### config.mk
export PLATFORM = sky130hd
export DESIGN_NAME = ffo_index_stream_flat
export DESIGN_NICKNAME = d
export VERILOG_FILES = /design/src/rtl/ffo_index_stream_if.sv /design/src/rtl/ffo_index_stream.sv /design/src/flat_wrapper.sv
export SDC_FILE = /design/constraint.sdc
export NUM_CORES = 1
export LEC_CHECK = 0
export BUFFER_PORTS_ARGS = -buffer_cell sky130_fd_sc_hd__buf_2
export CAP_MARGIN = 20
export CORE_ASPECT_RATIO = 0.7
export CORE_MARGIN = 2
export CORE_UTILIZATION = 30
export DETAILED_ROUTE_END_ITERATION = 8
export SLEW_MARGIN = 20
export SYNTH_ARGS = -nofsm -noshare
export SYNTH_HDL_FRONTEND = slang
export SYNTH_SLANG_ARGS = --single-unit
### constraint.sdc
create_clock -name clk -period 11 [get_ports clk]
set_input_delay 0 -clock clk [delete_from_list [all_inputs] [get_ports clk]]
set_output_delay 0 -clock clk [all_outputs]
set_load 0.01 [all_outputs]
### src/rtl/ffo_index_stream_if.sv
// Stream bundle for ffo_index_stream: word input handshake and index output
// handshake. The DUT takes the slave side, the word source / index sink the master side.
interface ffo_index_stream_if;
  logic        in_valid;
  logic        in_ready;
  logic [0:31] in_word;
  logic        out_valid;
  logic        out_ready;
  logic [0:4]  out_idx;
  logic        out_last;

  modport master (
    output in_valid, in_word, out_ready,
    input  in_ready, out_valid, out_idx, out_last
  );

  modport slave (
    input  in_valid, in_word, out_ready,
    output in_ready, out_valid, out_idx, out_last
  );
endinterface

### src/rtl/ffo_index_stream.sv
// ffo_index_stream: accepts a 32-bit flag word and streams out the index of
// every set bit, lowest index (MSB) first, one per output handshake.
module ffo_index_stream #(
  parameter int WIDTH = 32,
  parameter int CNT_W = 6
) (
  input  logic             clk,
  input  logic             rst_n,
  input  logic             flush,
  ffo_index_stream_if.slave s,
  output logic             word_done,
  output logic [CNT_W-1:0] word_count
);

  typedef enum logic {IDLE, BUSY} state_t;

  state_t             state_q, state_d;
  logic [0:WIDTH-1]   word_q, word_d;
  logic [CNT_W-1:0]   cnt_q, cnt_d;
  logic               done_q, done_d;
  logic [CNT_W-1:0]   count_q, count_d;
  logic               zpend_q, zpend_d;

  logic [4:0]         idx;
  logic [0:WIDTH-1]   clr_mask;
  logic [0:WIDTH-1]   word_cleared;
  logic               last;
  logic               busy;
  logic               beat;
  logic               acc;

  // Find-first-one: index of the lowest-numbered (leftmost) set bit.
  function automatic logic [4:0] ffo32(input logic [0:31] v);
    logic [4:0] p;
    p = '0;
    for (int unsigned i = 0; i < 32; i++) begin
      if (v[31-i]) p = 5'(31 - i);
    end
    return p;
  endfunction

  // Current index, the word with that bit removed, and the handshake terms.
  always_comb begin
    idx          = ffo32(word_q);
    clr_mask     = {1'b1, {(WIDTH-1){1'b0}}} >> idx;
    word_cleared = word_q & ~clr_mask;
    last         = (word_cleared == '0);
    busy         = (state_q == BUSY);
    beat         = busy & ~flush & s.out_ready;
    acc          = s.in_valid & ~flush & (~busy | (beat & last));
  end

  assign s.out_valid = busy & ~flush;
  assign s.out_idx   = idx;
  assign s.out_last  = busy & last;
  assign s.in_ready  = ~flush & (~busy | (beat & last));
  assign word_done   = done_q;
  assign word_count  = count_q;

  // Next-state logic: consume beats, load new words, schedule word_done.
  // A zero word accepted while the done slot of the next cycle is already
  // taken (last beat of the previous word, or an earlier deferred zero word)
  // is parked in zpend and reported one cycle later.
  always_comb begin
    state_d = state_q;
    word_d  = word_q;
    cnt_d   = cnt_q;
    done_d  = 1'b0;
    count_d = count_q;
    zpend_d = 1'b0;
    if (flush) begin
      state_d = IDLE;
      word_d  = '0;
      cnt_d   = '0;
      if (zpend_q) begin
        done_d  = 1'b1;
        count_d = '0;
      end
    end else begin
      if (zpend_q) begin
        done_d  = 1'b1;
        count_d = '0;
      end
      if (beat) begin
        word_d = word_cleared;
        cnt_d  = cnt_q + 1'b1;
        if (last) begin
          done_d  = 1'b1;
          count_d = cnt_q + 1'b1;
          cnt_d   = '0;
          state_d = IDLE;
        end
      end
      if (acc) begin
        if (|s.in_word) begin
          state_d = BUSY;
          word_d  = s.in_word;
        end else if (done_d) begin
          zpend_d = 1'b1;
        end else begin
          done_d  = 1'b1;
          count_d = '0;
        end
      end
    end
  end

  // State and datapath registers.
  always_ff @(posedge clk or negedge rst_n) begin
    if (!rst_n) begin
      state_q <= IDLE;
      word_q  <= '0;
      cnt_q   <= '0;
      done_q  <= 1'b0;
      count_q <= '0;
      zpend_q <= 1'b0;
    end else begin
      state_q <= state_d;
      word_q  <= word_d;
      cnt_q   <= cnt_d;
      done_q  <= done_d;
      count_q <= count_d;
      zpend_q <= zpend_d;
    end
  end

endmodule
### src/flat_wrapper.sv
// flat-port wrapper written by rule: the top's interface ports become plain ports
module ffo_index_stream_flat 
#(
  parameter int WIDTH = 32,
  parameter int CNT_W = 6
)
  (clk, rst_n, flush, word_done, word_count, s_in_valid, s_in_word, s_out_ready, s_in_ready, s_out_valid, s_out_idx, s_out_last);
  ffo_index_stream_if s_i ();
  input  logic clk;
  input  logic rst_n;
  input  logic flush;
  output logic word_done;
  output logic [CNT_W-1:0] word_count;
  input wire logic [$bits(s_i.in_valid)-1:0] s_in_valid;
  input wire logic [$bits(s_i.in_word)-1:0] s_in_word;
  input wire logic [$bits(s_i.out_ready)-1:0] s_out_ready;
  output wire logic [$bits(s_i.in_ready)-1:0] s_in_ready;
  output wire logic [$bits(s_i.out_valid)-1:0] s_out_valid;
  output wire logic [$bits(s_i.out_idx)-1:0] s_out_idx;
  output wire logic [$bits(s_i.out_last)-1:0] s_out_last;
  assign s_i.in_valid = s_in_valid;
  assign s_i.in_word = s_in_word;
  assign s_i.out_ready = s_out_ready;
  assign s_in_ready = s_i.in_ready;
  assign s_out_valid = s_i.out_valid;
  assign s_out_idx = s_i.out_idx;
  assign s_out_last = s_i.out_last;
  ffo_index_stream #(.WIDTH(WIDTH), .CNT_W(CNT_W)) u_core (.clk(clk), .rst_n(rst_n), .flush(flush), .s(s_i), .word_done(word_done), .word_count(word_count));
endmodule
Word level (Yosys, flattened, before mapping) --
Cells that the tools add are included.
Cells by class: add/subtract/negate cells 1, shifts and indexed selects 1, muxes and demuxes 62, bitwise operators 12, reductions and logical operators 3
Operators with widths (count):
- $mux W5 | 32
- $mux W32 | 4
- $mux W6 | 10
- $and A32 B32 Y32 | 1
- $logic_not A32 Y1 | 1
- $not A32 Y32 | 1
- $reduce_or A32 Y1 | 1
- $shr A32 B5 Y32 const A | 1
- $mux W1 | 16
- $and A1 B1 Y1 | 7
- $add A6 B1 Y6 const B | 1
- $not A1 Y1 | 2
- $reduce_bool A2 Y1 | 1
- $or A1 B1 Y1 | 1
Word-level totals: flip-flop bits (word level) 47, input port bits 37, output and inout bits 15, word-level logic and storage cells 85

Depth between registers and ports, before layout --
depth in word-level cells 43, gate-level depth with buffers 15, depth with buffers taken out 11

Least setup slack after synthesis --
OpenSTA, ideal clock, no wires.
path kind register to register, start register u_core.word_q[2] (netlist bit), end register u_core.word_q[18] (netlist bit), setup time 0.079 ns, arrival 4.070 ns, required time 10.921 ns, slack 6.851 ns, stages on the path, launching flop included 14, buffers on the path 3, period minus slack after synthesis 4.149 ns, cells stage by stage dfrtp_1 buf_6 or4_4 buf_6 nor4_4 o211a_4 or3b_1 or4_1 and2_0 or4_1 or4_4 nand2_4 buf_12 mux2i_1
On the way: longest elaborated chain between the ends 12, elaborated cells between the ends (all ways) 14, classes of those cells 1 x shift; 7 x mux; 5 x bitwise; 1 x reduce/logical
Ends and longest elaborated chain:
- start, declared | line ffo_index_stream.sv:18 | logic [0:WIDTH-1] word_q, word_d;
- start signal, assigned | line ffo_index_stream.sv:119 | word_q <= word_d;
- $mux W5 (3 in a row) | line ffo_index_stream.sv:37 | if (v[31-i]) p = 5'(31 - i);
- $shr A32 B5 Y32 | line ffo_index_stream.sv:45 | clr_mask = {1'b1, {(WIDTH-1){1'b0}}} >> idx;
- $not A32 Y32 | line ffo_index_stream.sv:46 | word_cleared = word_q & ~clr_mask;
- $and A32 B32 Y32 (*) | line ffo_index_stream.sv:46
- $logic_not A32 Y1 | line ffo_index_stream.sv:47 | last = (word_cleared == '0);
- $and A1 B1 Y1 | line ffo_index_stream.sv:50 | acc = s.in_valid & ~flush & (~busy | (beat & last));
- $or A1 B1 Y1 | line ffo_index_stream.sv:50
- $and A1 B1 Y1 | line ffo_index_stream.sv:50
- $mux W32 (*) | line ffo_index_stream.sv:94 | if (acc) begin
- $mux W32 (*) | line ffo_index_stream.sv:71 | if (flush) begin
- named net u_core.word_d (one bit) | line ffo_index_stream.sv:18
Mark *: on every way through the listed nets, which the timed path passes. The rest lies on a longest branch. A chain may end at the register's enable or synchronous reset.

Worst setup path after layout --
start register u_core.word_q[21] (netlist bit), end register u_core.word_q[24] (netlist bit)
On the way: longest elaborated chain between the ends 31, elaborated cells between the ends (all ways) 33, classes of those cells 1 x shift; 26 x mux; 5 x bitwise; 1 x reduce/logical
Ends and longest elaborated chain (line):
- $mux W5 (22 in a row) | ffo_index_stream.sv:37
- $shr A32 B5 Y32 | ffo_index_stream.sv:45
- $not A32 Y32 | ffo_index_stream.sv:46
- $and A32 B32 Y32 (*) | ffo_index_stream.sv:46
- $logic_not A32 Y1 | ffo_index_stream.sv:47
- $and A1 B1 Y1 | ffo_index_stream.sv:50
- $or A1 B1 Y1 | ffo_index_stream.sv:50
- $and A1 B1 Y1 | ffo_index_stream.sv:50
- $mux W32 (*) | ffo_index_stream.sv:94
- $mux W32 (*) | ffo_index_stream.sv:71
- named net u_core.word_d (one bit) | ffo_index_stream.sv:18
Marks and branches as above.

==> results.txt <==
The maximum operating frequency is 0.204 GHz. Once routing completed, OpenROAD measured the worst setup slack at 6.09 ns. The highest fanout seen on the critical path came out at 31. The worst hold path belongs to the class input port to flip-flop. After detailed routing, the average wire length per cell comes to 20.7 µm. IR analysis of the VDD net gives a maximum drop of 0.0784 mV. In this design, the critical path's most frequently occurring cell is or4_1. The count of buffer and inverter cells on the critical path came out at 0.

The width of the chip is 135 µm. The mean cell area of the mapped netlist came out at 8.32 µm². The final period utilization is 0.446. The count of cell types in the netlist came out at 69. Setup violations remaining at the end of the flow were counted as 0. For this configuration, the core starts out at a cell density of 0.309. The cell leakage power is 1.79 nW.

Walking the worst path, the cells encountered are nor4_1 > a21boi_1 > o211a_4 > or3b_1 > or4_1 > and2_0 > or4_1 > or4_4 > nand2_4 > mux2i_1. The fraction of registers with async set or reset after synthesis came out at 1.00. The final-report hold violation count is 0. The total of warnings raised by yosys is 0.

The routed wire length came out at 13,500 µm. Broken down by cell family, the worst path's largest delay share belongs to simple AND/OR/NAND/NOR gates. The start-to-end type of the worst setup path is flip-flop to flip-flop. STA classifies the critical path endpoint as a flip-flop. The leftover overflow at the end of global routing is 0. The slowest stage of the critical path is the nor4_1 cell. The detail-routed via count per cell is 6.09. The layout cell share with drive strength beyond 1 is 0.143. The number of buffers on the longest clock path is 2. Headroom to the max-slew limit came out at 0.296. The proportion of synthesized chip area in sequential cells came out at 0.325. The first global-routing pass estimated 21,100 µm of wire.

The power density relative to cell area came out at 137 mW/mm². In the synthesized netlist the dominant register cell turns out to be dfrtp_1. The number of antenna violations at the first check in global routing is 0.

The via count of the first global-routing pass came out at 3,709. The total routing resource utilization after global routing is 0.211. The max-capacitance violation count came out at 0. Compared with the post-synthesis result, the final layout area differs by 20.3%.

Data on the critical path is required at its endpoint by 11.19 ns. Summing over every cut layer, the via total after detailed routing is 3,982. For the worst setup path, the data arrival time is 5.10 ns.

The largest net degree at the start of global routing is 58. Setup total negative slack on the finished layout was measured at 0 ns. The number of sinks driven by the clock tree came out at 47. The register bit total from synthesis is 47.

52 I/O pins were placed. After technology mapping, the gate count stands at 435. Measured along the y axis, the die boundary spans 95.9 µm. Buffers inserted during clock tree synthesis total 5. The run finished with clean final reports. The post-synth design cell area came out at 0.00362 mm². The number of synthesized flops with an enable pin came out at 0. The post-placement setup slack came out at 6.26 ns. TritonCTS built the clock tree. The detailed-routing iteration count for the pre-antenna-repair pass came out at 6. In the final design database the tool counted 535 nets. The root buffer cell is clkbuf_16. The largest incremental delay on the critical path came out at 0.87 ns.

The clock-pin slew on the worst setup and hold paths is 0.06 ns. After floorplanning, the core was sized to cover 0.0117 mm². The number of rows created at floorplan is 33. CTS built an H-tree with a depth of 2. The net count of the mapped netlist came out at 473. The number of pins exceeding their max-slew limit in the final report is 0.

The repair_antennas step left the layout with diodes totalling 0. For the pin with the worst max-slew slack, the measured transition is 1.05 ns. STA classifies the critical path startpoint as a flip-flop. Detailed placement finished with a half-perimeter wire length of 9990 µm. The time the final worst path needs with I/O delays and setup is 4.91 ns. The clock latency on the worst-skew pair came out at 0.28 ns. Port buffering added 51 buffers.

Final hold analysis gives a worst-case slack of 0.00140 ns. The remaining antenna violation count after routing is 0. The final weighted congestion in routability-driven placement is 1.03.

The die covers 0.0130 mm². The DRC violation count after routing is 0. The worst clock skew came out at 0.00394 ns. The first-iteration detailed-routing DRC count came out at 510. Setup repair after global routing left no endpoint under its margin.
state kept, by name (all words and copies together), names as in the netlist:
name / count
u_core.word_done: 1
u_core.cnt_q: 6
u_core.zpend_q: 1
u_core.busy: 1
u_core.word_q: 32
u_core.word_count: 6
routing by layer:
layer / track usage / share of wire / vias to the layer above
met5: 0 / 0 / -
met4: 0.0477 / 0.015 / 0
met3: 0.0532 / 0.099 / 26
met2: 0.292 / 0.40 / 231
met1: 0.324 / 0.48 / 1918
li1: - / - / 1807
report_power, final:
group	switching (mW)	leakage (nW)	total, mW	internal, mW
logic	0.147	1.07	0.223	0.0757
clock network	0.0644	0.0769	0.171	0.106
registers	0.0213	0.639	0.203	0.182
total	0.233	1.79	0.597	0.364
path summary, 6_finish.rpt:
kind / to / cells past startpoint / from / slack, ns
max in group asynchronous: u_core.word_q[21]$_DFF_PN0_ / 3 / rst_n / 10.21
min: u_core.word_q[21]$_DFF_PN0_ / 3 / s_in_word[10] / 0.001
min reg2reg: u_core.cnt_q[5]$_DFFE_PN0P_ / 2 / u_core.cnt_q[5]$_DFFE_PN0P_ / 0.51
max: u_core.word_q[24]$_DFF_PN0_ / 10 / u_core.word_q[21]$_DFF_PN0_ / 6.09
max reg2reg: u_core.word_q[24]$_DFF_PN0_ / 10 / u_core.word_q[21]$_DFF_PN0_ / 6.09
min in group asynchronous: u_core.cnt_q[2]$_DFFE_PN0P_ / 3 / rst_n / 0.35
logic make-up after synthesis:
logic type / after synthesis / synth area share
compound gates: 131 / 0.262
xor+xnor: 4 / 0.00968
simple gates: 186 / 0.265
flops: 47 / 0.325
mux: 29 / 0.0802
buf+inv: 37 / 0.0549
fa+ha+maj: 1 / 0.00345
cell usage after synthesis, types with 3 or more instances:
cell / n / area, µm²
nand2_1: 56 / 210
dfrtp_1: 47 / 1180
nor2_1: 34 / 128
o211ai_1: 32 / 240
mux2i_1: 29 / 290
o21ai_0: 23 / 115
clkbuf_1: 17 / 63.8
nor4_1: 17 / 106
nor3_1: 14 / 70.1
a21oi_1: 13 / 65.1
nand3_1: 13 / 65.1
inv_1: 11 / 41.3
nand4_1: 11 / 68.8
o31ai_1: 10 / 75.1
or4_1: 9 / 67.6
o2111ai_1: 8 / 70.1
nor2b_1: 6 / 37.5
o21a_1: 5 / 37.5
nand2b_1: 4 / 25.0
a21boi_0: 3 / 22.5
o41ai_1: 3 / 26.3
or2_2: 3 / 18.8
or3_1: 3 / 18.8
xor2_1: 3 / 26.3
per-stage QoR:
| stage | area [µm²] | util | instances | power [mW] |
|---|---|---|---|---|
| global placement | 3960 | 0.337 | 623 | 0.421 |
| finish | 4360 | 0.371 | 654 | 0.597 |
| global route | 4360 | 0.371 | 654 | 0.624 |
| floorplan | 3620 | - | 435 | 0.339 |
| detailed placement | 3960 | 0.337 | 623 | 0.414 |
| CTS | 4360 | 0.371 | 654 | 0.592 |
layout make-up:
type	count	area (µm²)
Clock buffer	6	129
Clock inverter	1	30.0
Fill cell	1244	7370
Inverter	12	45.0
Multi-Input combinational cell	351	2250
Sequential cell	47	1180
Tap cell	157	196
Timing Repair Buffer	80	533
worst reg2reg max path: cells and delay by family, from the launching register on:
kind             cells  cell delay (ns)
flip-flops           1             0.46
multiplexers         1             0.32
AO/OA/AOI/OAI        2             0.71
AND/OR/NAND/NOR      7             3.34
layout by cell type, fill, tap and decap left out, drive strengths merged, types with 4 or more instances in the layout:
| cell | instances |
|---|---|
| nor2b | 6 |
| o2111ai | 8 |
| o21a | 5 |
| a21oi | 13 |
| nand2b | 4 |
| inv | 11 |
| nand3 | 13 |
| nor2 | 34 |
| o211ai | 32 |
| mux2i | 29 |
| nand2 | 57 |
| clkbuf | 6 |
| a21boi | 4 |
| o21ai | 25 |
| dlygate4sd3 | 24 |
| or4 | 11 |
| dfrtp | 47 |
| buf | 56 |
| nor4 | 18 |
| and2 | 4 |
| nand4 | 11 |
| nor3 | 14 |
| o31ai | 10 |
timing repair:
| action | 4_1_cts | 5_1_grt |
|---|---|---|
| hold buffers | 24 | 0 |
| setup buffers | 0 | 0 |
| resized for setup | 0 | 0 |
| endpoints found under the hold margin | 70 | 0 |
| endpoints found under the setup margin | 0 | 0 |
Power figures use the tool's default switching activity.
